`src/rtl/alu_mdu_control_pkg.sv`:
```
// Shared types and encodings for EX-stage ALU select and RV32M sequencing.
package alu_mdu_control_pkg;

    typedef enum logic [3:0] {
        ALU_ADD  = 4'd0,
        ALU_SUB  = 4'd1,
        ALU_AND  = 4'd2,
        ALU_OR   = 4'd3,
        ALU_XOR  = 4'd4,
        ALU_SLL  = 4'd5,
        ALU_SRL  = 4'd6,
        ALU_SRA  = 4'd7,
        ALU_SLT  = 4'd8,
        ALU_SLTU = 4'd9,
        ALU_XXX  = 4'd15
    } alu_sel_e;

    // Encoded identically to funct3 so the raw field can be cast directly.
    typedef enum logic [2:0] {
        MDU_MUL    = 3'b000,
        MDU_MULH   = 3'b001,
        MDU_MULHSU = 3'b010,
        MDU_MULHU  = 3'b011,
        MDU_DIV    = 3'b100,
        MDU_DIVU   = 3'b101,
        MDU_REM    = 3'b110,
        MDU_REMU   = 3'b111
    } mdu_op_e;

    typedef logic [1:0] mdu_state_e;
    localparam mdu_state_e ST_IDLE = 2'd0;
    localparam mdu_state_e ST_BUSY = 2'd1;
    localparam mdu_state_e ST_DONE = 2'd2;

    localparam logic [1:0] ALU_OP_MEM    = 2'b00;
    localparam logic [1:0] ALU_OP_BRANCH = 2'b01;
    localparam logic [1:0] ALU_OP_R      = 2'b10;
    localparam logic [1:0] ALU_OP_I      = 2'b11;

    localparam logic [6:0] F7_BASE   = 7'b0000000;
    localparam logic [6:0] F7_ALT    = 7'b0100000;
    localparam logic [6:0] F7_MULDIV = 7'b0000001;

    function automatic alu_sel_e f3_to_sel(input logic [2:0] f3);
        case (f3)
            3'b000:  return ALU_ADD;
            3'b001:  return ALU_SLL;
            3'b010:  return ALU_SLT;
            3'b011:  return ALU_SLTU;
            3'b100:  return ALU_XOR;
            3'b101:  return ALU_SRL;
            3'b110:  return ALU_OR;
            default: return ALU_AND;
        endcase
    endfunction

endpackage

```
`src/rtl/alu_mdu_control_mdu_iter.sv`:
```
// Radix-2 datapath: shift-add multiplier and restoring divider on operand magnitudes.
module alu_mdu_control_mdu_iter
    import alu_mdu_control_pkg::*;
#(
    parameter int unsigned XLEN = 32
) (
    input  logic            clk,
    input  logic            rst,
    input  logic            start,
    input  mdu_op_e         op,
    input  logic [XLEN-1:0] opa,
    input  logic [XLEN-1:0] opb,
    input  logic            step,
    output logic [XLEN-1:0] result
);

    mdu_op_e         op_q;
    logic            neg_q_q, neg_r_q;
    logic [XLEN-1:0] acc_q, sh_q, opd_q;

    logic            a_neg, b_neg, is_div;
    logic [XLEN-1:0] a_mag, b_mag, acc_nxt, sh_nxt, q_fix, r_fix;
    logic [XLEN:0]   add_sum, sub_shift, sub_diff;
    logic [2*XLEN-1:0] prod, prod_fix;

    // Operand sign stripping at start; MUL stays unsigned since its low half is sign-agnostic.
    always_comb begin
        a_neg = (op inside {MDU_MULH, MDU_MULHSU, MDU_DIV, MDU_REM}) && opa[XLEN-1];
        b_neg = (op inside {MDU_MULH, MDU_DIV, MDU_REM}) && opb[XLEN-1];
        a_mag = a_neg ? -opa : opa;
        b_mag = b_neg ? -opb : opb;
    end

    // One iteration; result is taken from the post-step values so the last step lands in the same cycle.
    always_comb begin
        is_div    = op_q inside {MDU_DIV, MDU_DIVU, MDU_REM, MDU_REMU};
        add_sum   = {1'b0, acc_q} + (sh_q[0] ? {1'b0, opd_q} : '0);
        sub_shift = {acc_q, sh_q[XLEN-1]};
        sub_diff  = sub_shift - {1'b0, opd_q};
        if (is_div) begin
            if (!sub_diff[XLEN]) begin
                acc_nxt = sub_diff[XLEN-1:0];
                sh_nxt  = {sh_q[XLEN-2:0], 1'b1};
            end else begin
                acc_nxt = sub_shift[XLEN-1:0];
                sh_nxt  = {sh_q[XLEN-2:0], 1'b0};
            end
        end else begin
            acc_nxt = add_sum[XLEN:1];
            sh_nxt  = {add_sum[0], sh_q[XLEN-1:1]};
        end
        prod     = {acc_nxt, sh_nxt};
        prod_fix = neg_q_q ? -prod : prod;
        q_fix    = neg_q_q ? -sh_nxt : sh_nxt;
        r_fix    = neg_r_q ? -acc_nxt : acc_nxt;
        case (op_q)
            MDU_MUL:                          result = prod_fix[XLEN-1:0];
            MDU_MULH, MDU_MULHSU, MDU_MULHU:  result = prod_fix[2*XLEN-1:XLEN];
            MDU_DIV, MDU_DIVU:                result = q_fix;
            default:                          result = r_fix;
        endcase
    end

    always_ff @(posedge clk or posedge rst) begin
        if (rst) begin
            op_q    <= MDU_MUL;
            neg_q_q <= 1'b0;
            neg_r_q <= 1'b0;
            acc_q   <= '0;
            sh_q    <= '0;
            opd_q   <= '0;
        end else if (start) begin
            op_q    <= op;
            neg_q_q <= a_neg ^ b_neg;
            neg_r_q <= a_neg;
            acc_q   <= '0;
            sh_q    <= op[2] ? a_mag : b_mag;
            opd_q   <= op[2] ? b_mag : a_mag;
        end else if (step) begin
            acc_q <= acc_nxt;
            sh_q  <= sh_nxt;
        end
    end

endmodule

```
`src/rtl/alu_mdu_control.sv`:
```
// EX-stage operation control: RV32I ALU select decode plus RV32M multicycle sequencing.
module alu_mdu_control
    import alu_mdu_control_pkg::*;
#(
    parameter int unsigned XLEN  = 32,
    parameter bit          M_EXT = 1'b1
) (
    input  logic            clk,
    input  logic            rst,
    input  logic            valid_i,
    input  logic            flush_i,
    input  logic [1:0]      alu_op,
    input  logic [6:0]      funct7,
    input  logic [2:0]      funct3,
    input  logic [XLEN-1:0] rs1_val,
    input  logic [XLEN-1:0] rs2_val,
    output alu_sel_e        alu_sel,
    output logic            use_mdu,
    output logic            illegal_o,
    output logic            stall_o,
    output logic            mdu_done,
    output logic [XLEN-1:0] mdu_result
);

    localparam int unsigned CNT_W = $clog2(XLEN);
    localparam logic [XLEN-1:0] XMIN = {1'b1, {(XLEN-1){1'b0}}};

    logic is_m_enc, bad_enc, is_m;

    // Combinational decode, independent of valid_i.
    always_comb begin
        alu_sel  = ALU_XXX;
        is_m_enc = 1'b0;
        bad_enc  = 1'b0;
        case (alu_op)
            ALU_OP_MEM:    alu_sel = ALU_ADD;
            ALU_OP_BRANCH: alu_sel = ALU_SUB;
            ALU_OP_R: begin
                if (funct7 == F7_BASE) begin
                    alu_sel = f3_to_sel(funct3);
                end else if (funct7 == F7_ALT && funct3 == 3'b000) begin
                    alu_sel = ALU_SUB;
                end else if (funct7 == F7_ALT && funct3 == 3'b101) begin
                    alu_sel = ALU_SRA;
                end else if (funct7 == F7_MULDIV) begin
                    is_m_enc = 1'b1;
                end else begin
                    bad_enc = 1'b1;
                end
            end
            default: begin
                if (funct3 == 3'b001) begin
                    if (funct7 == F7_BASE) alu_sel = ALU_SLL;
                    else                   bad_enc = 1'b1;
                end else if (funct3 == 3'b101) begin
                    if (funct7 == F7_BASE)     alu_sel = ALU_SRL;
                    else if (funct7 == F7_ALT) alu_sel = ALU_SRA;
                    else                       bad_enc = 1'b1;
                end else begin
                    alu_sel = f3_to_sel(funct3);
                end
            end
        endcase
    end

    assign is_m      = is_m_enc & M_EXT;
    assign use_mdu   = is_m;
    assign illegal_o = valid_i & (bad_enc | (is_m_enc & ~M_EXT));

    if (M_EXT) begin : g_mdu
        mdu_state_e      state_q, state_d;
        logic [CNT_W-1:0] count_q, count_d;
        logic [XLEN-1:0] result_q, result_d, fast_res, iter_res;
        logic            accept, fast, div_zero, ovf, start, step;

        // Divide-by-zero and MIN/-1 finish in the accept cycle without iterating.
        always_comb begin
            div_zero = (rs2_val == '0);
            ovf      = !funct3[0] && (rs1_val == XMIN) && (rs2_val == '1);
            fast     = funct3[2] && (div_zero || ovf);
            if (div_zero) fast_res = funct3[1] ? rs1_val : '1;
            else          fast_res = funct3[1] ? '0 : XMIN;
        end

        assign accept = valid_i & is_m & ~flush_i & (state_q == ST_IDLE);

        always_comb begin
            state_d  = state_q;
            count_d  = count_q;
            result_d = result_q;
            start    = 1'b0;
            step     = 1'b0;
            case (state_q)
                ST_IDLE: begin
                    if (accept) begin
                        start = 1'b1;
                        if (fast) begin
                            state_d  = ST_DONE;
                            result_d = fast_res;
                        end else begin
                            state_d = ST_BUSY;
                            count_d = CNT_W'(XLEN - 1);
                        end
                    end
                end
                ST_BUSY: begin
                    step = 1'b1;
                    if (count_q == '0) begin
                        state_d  = ST_DONE;
                        result_d = iter_res;
                    end else begin
                        count_d = count_q - 1'b1;
                    end
                end
                default: state_d = ST_IDLE;
            endcase
            if (flush_i) begin
                state_d  = ST_IDLE;
                result_d = result_q;
            end
        end

        always_ff @(posedge clk or posedge rst) begin
            if (rst) begin
                state_q  <= ST_IDLE;
                count_q  <= '0;
                result_q <= '0;
            end else begin
                state_q  <= state_d;
                count_q  <= count_d;
                result_q <= result_d;
            end
        end

        alu_mdu_control_mdu_iter #(.XLEN(XLEN)) u_mdu_iter (
            .clk    (clk),
            .rst    (rst),
            .start  (start),
            .op     (mdu_op_e'(funct3)),
            .opa    (rs1_val),
            .opb    (rs2_val),
            .step   (step),
            .result (iter_res)
        );

        assign stall_o    = valid_i & is_m & (state_q != ST_DONE) & ~flush_i & ~rst;
        assign mdu_done   = (state_q == ST_DONE);
        assign mdu_result = result_q;
    end else begin : g_no_mdu
        logic unused_mdu;
        assign unused_mdu = ^{clk, rst, flush_i, rs1_val, rs2_val};
        assign stall_o    = 1'b0;
        assign mdu_done   = 1'b0;
        assign mdu_result = '0;
    end

endmodule

```
`config.mk`:
```
export PLATFORM = sky130hd
export DESIGN_NAME = alu_mdu_control
export DESIGN_NICKNAME = d
export VERILOG_FILES = /design/src/rtl/alu_mdu_control_pkg.sv /design/src/rtl/alu_mdu_control_mdu_iter.sv /design/src/rtl/alu_mdu_control.sv
export SDC_FILE = /design/constraint.sdc
export NUM_CORES = 1
export LEC_CHECK = 0
export CORE_AREA = 2 2 142 199
export CTS_CLUSTER_SIZE = 8
export DETAILED_ROUTE_END_ITERATION = 6
export DIE_AREA = 0 0 144 201
export PLACE_DENSITY = 0.85
export SYNTH_ARGS = -nofsm -noshare
export SYNTH_HDL_FRONTEND = slang
export SYNTH_SLANG_ARGS = --single-unit
```
`constraint.sdc`:
```
create_clock -name clk -period 7.6 [get_ports clk]
set_clock_uncertainty 0.05 [all_clocks]
set_input_delay 0.76 -clock clk [delete_from_list [all_inputs] [get_ports clk]]
set_output_delay 0.76 -clock clk [all_outputs]
set_load 0.02 [all_outputs]
```
==> metrics.txt <==
outcome complete, but fails checks; violated checks design-rule violations; Hold-fix buffers, CTS 0; fin. max-slew vios 0; Peak VDD IR 173 uV; post-cts sizing count 0; DRC 3; Hold Vio Cnt, Final 0; number of flops mapped to enable cells by yosys 0; Antenna Cells 0; die span in x 144 um; ratio of cells with drive above 1 in the final layout 0.0543; Synth Flop Type dfrtp_1; sequential share of power 0.258; Async SR Flop Fraction 1.00; DR vias/cell 6.77; worst reg2reg endpoint mdu_result[28]; Clk pwr share 0.320; number of port buffers 119; Synth Area per Inst 7.18 um^2; CTS root buf clkbuf_16; CP arrival 7110 ps; Post-Synthesis Cell Area 16300 um^2; Routed WL 61.1 mm; Via Count 18200; endpoint of the worst hold path mdu_result[1]; Setup Fix Bufs, Post-CTS 0; routability cong. 1.07; CTS buffer count 17; setup slack, reg-to-reg 770 ps; Worst-Margin Slew 1220 ps; core area 27300 um^2; largest net degree at the start of global routing 92; Placed Area 17700 um^2; Skew-Pair Late Insertion Delay 450 ps; initial cell density of the core 0.598; switching share of power 0.387; P_int 1.90 mW; Synth top area share 0.214; H-tree depth 4; top post-synthesis cells by area dfrtp_1, o21ai_0, nand2_1; Yosys cell types 94; synthesis-stage register bit count 140; Fmax 146 MHz; r2r worst-path depth 21; HPWL after DPL 46.0 mm; Clk pin slew, worst setup/hold paths 70 ps; final setup vio count 0; Rows 72; FF-to-FF Start g_mdu.u_mdu_iter.sh_q[31]; GRT Total Usage 0.425; clk sink count 140; final instance area 18400 um^2; startpoint types flip-flop; num ports 120; CTS tree done; relative slew slack 0.185; Initial DRC Count 1896; initial antenna violation count 1; first-pass GRT wire length 95.5 mm; Post-Syn Instances 2276; critical path class flip-flop to flip-flop; RSZ-0062 raised after global routing no; TNS Setup 0 ps; fin crit share 0.899; Hold Path Origin mdu_result[1]; Seq/Total Area, Yosys 0.214; CP Max Fanout 10; Worst Hold Class flip-flop to flip-flop; Longest Clk Path Bufs 2; Syn Nets 2429; Final min period 6830 ps; final net count 2461; Min-Delay Path Depth 2; leakage 7.19 nW; Comb pwr share 0.422; full die area 28900 um^2; cell taking the most area after synthesis dfrtp_1; Synth warnings 0; WL per Instance 22.7 um; maxcap violations 0; PwrDens 168 nW/um^2; Filler cells 2392; WHS 442 ps; Post-synth top cells nand2_1, o21ai_0, nor2_1; Die Y-Extent 201 um; Synth-to-Final Area Change 12.7%; DRT Pass-1 Iters 7; Critical Path End Type flip-flop; Antenna Nets Post-Route 0; count leader, synth nand2_1; gr ovfl total 0; vias in the first global route 17500; NetSw 1.20 mW; CP Data Required Time 7880 ps
[cells by family after synthesis]
family,synth area share
adders and majority gates,0.0568
AOI/OAI and AO/OA,0.306
xor gates and xnor gates,0.0912
and+or+nand+nor,0.245
buffers and inverters,0.0563
DFF,0.214
muxes,0.0300
[layer usage]
metal | GRT usage | part of all wire | vias up
li1 | - | - | 8363
met1 | 0.502 | 0.36 | 8452
met2 | 0.676 | 0.46 | 1115
met3 | 0.0875 | 0.092 | 299
met4 | 0.316 | 0.089 | 2
met5 | 0 | 0.00020 | -
[flip-flops by register name (all words and copies together), names as in the netlist]
signal / cells
g_mdu.u_mdu_iter.opd_q: 32
g_mdu.u_mdu_iter.neg_r_q: 1
g_mdu.u_mdu_iter.acc_q: 32
g_mdu.u_mdu_iter.op_q: 3
g_mdu.u_mdu_iter.sh_q: 32
mdu_result: 32
g_mdu.u_mdu_iter.neg_q_q: 1
g_mdu.state_q: 2
g_mdu.count_q: 5
[power by group through the flow]
stage	logic (mW)	registers (mW)	clock network [mW]
3_3_place_gp	1.24	0.810	0
6_report	1.31	0.800	0.991
3_5_place_dp	1.26	0.812	0
2_1_floorplan	0.886	0.800	0
4_1_cts	1.27	0.799	0.991
5_1_grt	1.42	0.803	1.02
[stage by stage]
step,setup WS [ps],utilization,power (mW),instances
floorplan,1750,-,1.69,2276
global route,438,0.675,3.24,2691
detailed placement,907,0.649,2.07,2659
CTS,853,0.675,3.06,2691
global placement,1030,0.649,2.05,2659
finish,769,0.675,3.10,2691
[how the worst max path moves through the flow]
| stage | to | cells after the start | slack [ps] | start |
|---|---|---|---|---|
| 2_1_floorplan | mdu_result[28] | 23 | 1750 | g_mdu.u_mdu_iter.sh_q[31] |
| 3_3_place_gp | mdu_result[28] | 21 | 1030 | g_mdu.u_mdu_iter.sh_q[31] |
| 3_5_place_dp | mdu_result[28] | 21 | 910 | g_mdu.u_mdu_iter.sh_q[31] |
| 4_1_cts | mdu_result[28] | 21 | 850 | g_mdu.u_mdu_iter.sh_q[31] |
| 5_1_grt | mdu_result[16] | 22 | 440 | g_mdu.u_mdu_iter.sh_q[31] |
| 6_report | mdu_result[28] | 21 | 770 | g_mdu.u_mdu_iter.sh_q[31] |
[placed cells by master (no fill, tap or decap), types with 11 or more instances in the layout]
master           instances
nand2_1                278
o21ai_0                251
nor2_1                 179
a21oi_1                173
dfrtp_1                138
clkdlybuf4s50_1        118
xnor2_1                103
inv_1                   84
ha_1                    71
nor3_1                  67
xor2_1                  67
nand3_1                 66
o211ai_1                55
and2_1                  44
mux2i_1                 40
buf_4                   38
o31ai_1                 36
a31oi_1                 33
nand4_1                 29
nand2b_1                29
a21o_1                  28
nor2b_1                 26
a211oi_1                25
clkbuf_16               17
o21ai_1                 16
or3_1                   15
nor4_1                  15
o21a_1                  15
or2_2                   14
o41ai_1                 13
and3_1                  13
a221oi_1                12
nor3b_1                 11
a311oi_1                11
[worst max-delay path, cell delays in order (launching register included)]
cell and delay [ps]:
dfrtp_1 470, inv_1 90, ha_1 210, fa_1 410, nand2b_1 180, a21oi_1 320
o211ai_1 210, a21oi_1 410, mux2_2 250, nor3_1 170, nor2_1 300, ha_1 240
or3b_2 480, or2_2 350, or2_1 270, or3_1 410, or2_0 440, or4_1 590
o41ai_1 320, xor2_1 120, a221oi_1 300, o21ai_1 90
[layout make-up]
class                      instances  area, um^2  area share
inverter                          89         339      0.0184
tap                              370         463      0.0251
timing repair buffer             156        1470      0.0796
multi-input combinational       1904       12000       0.649
clock inverter                    10         210      0.0114
clock buffer                      22         474      0.0258
sequential                       140        3510       0.191
Note: power is estimated with default switching activity, not from simulation.
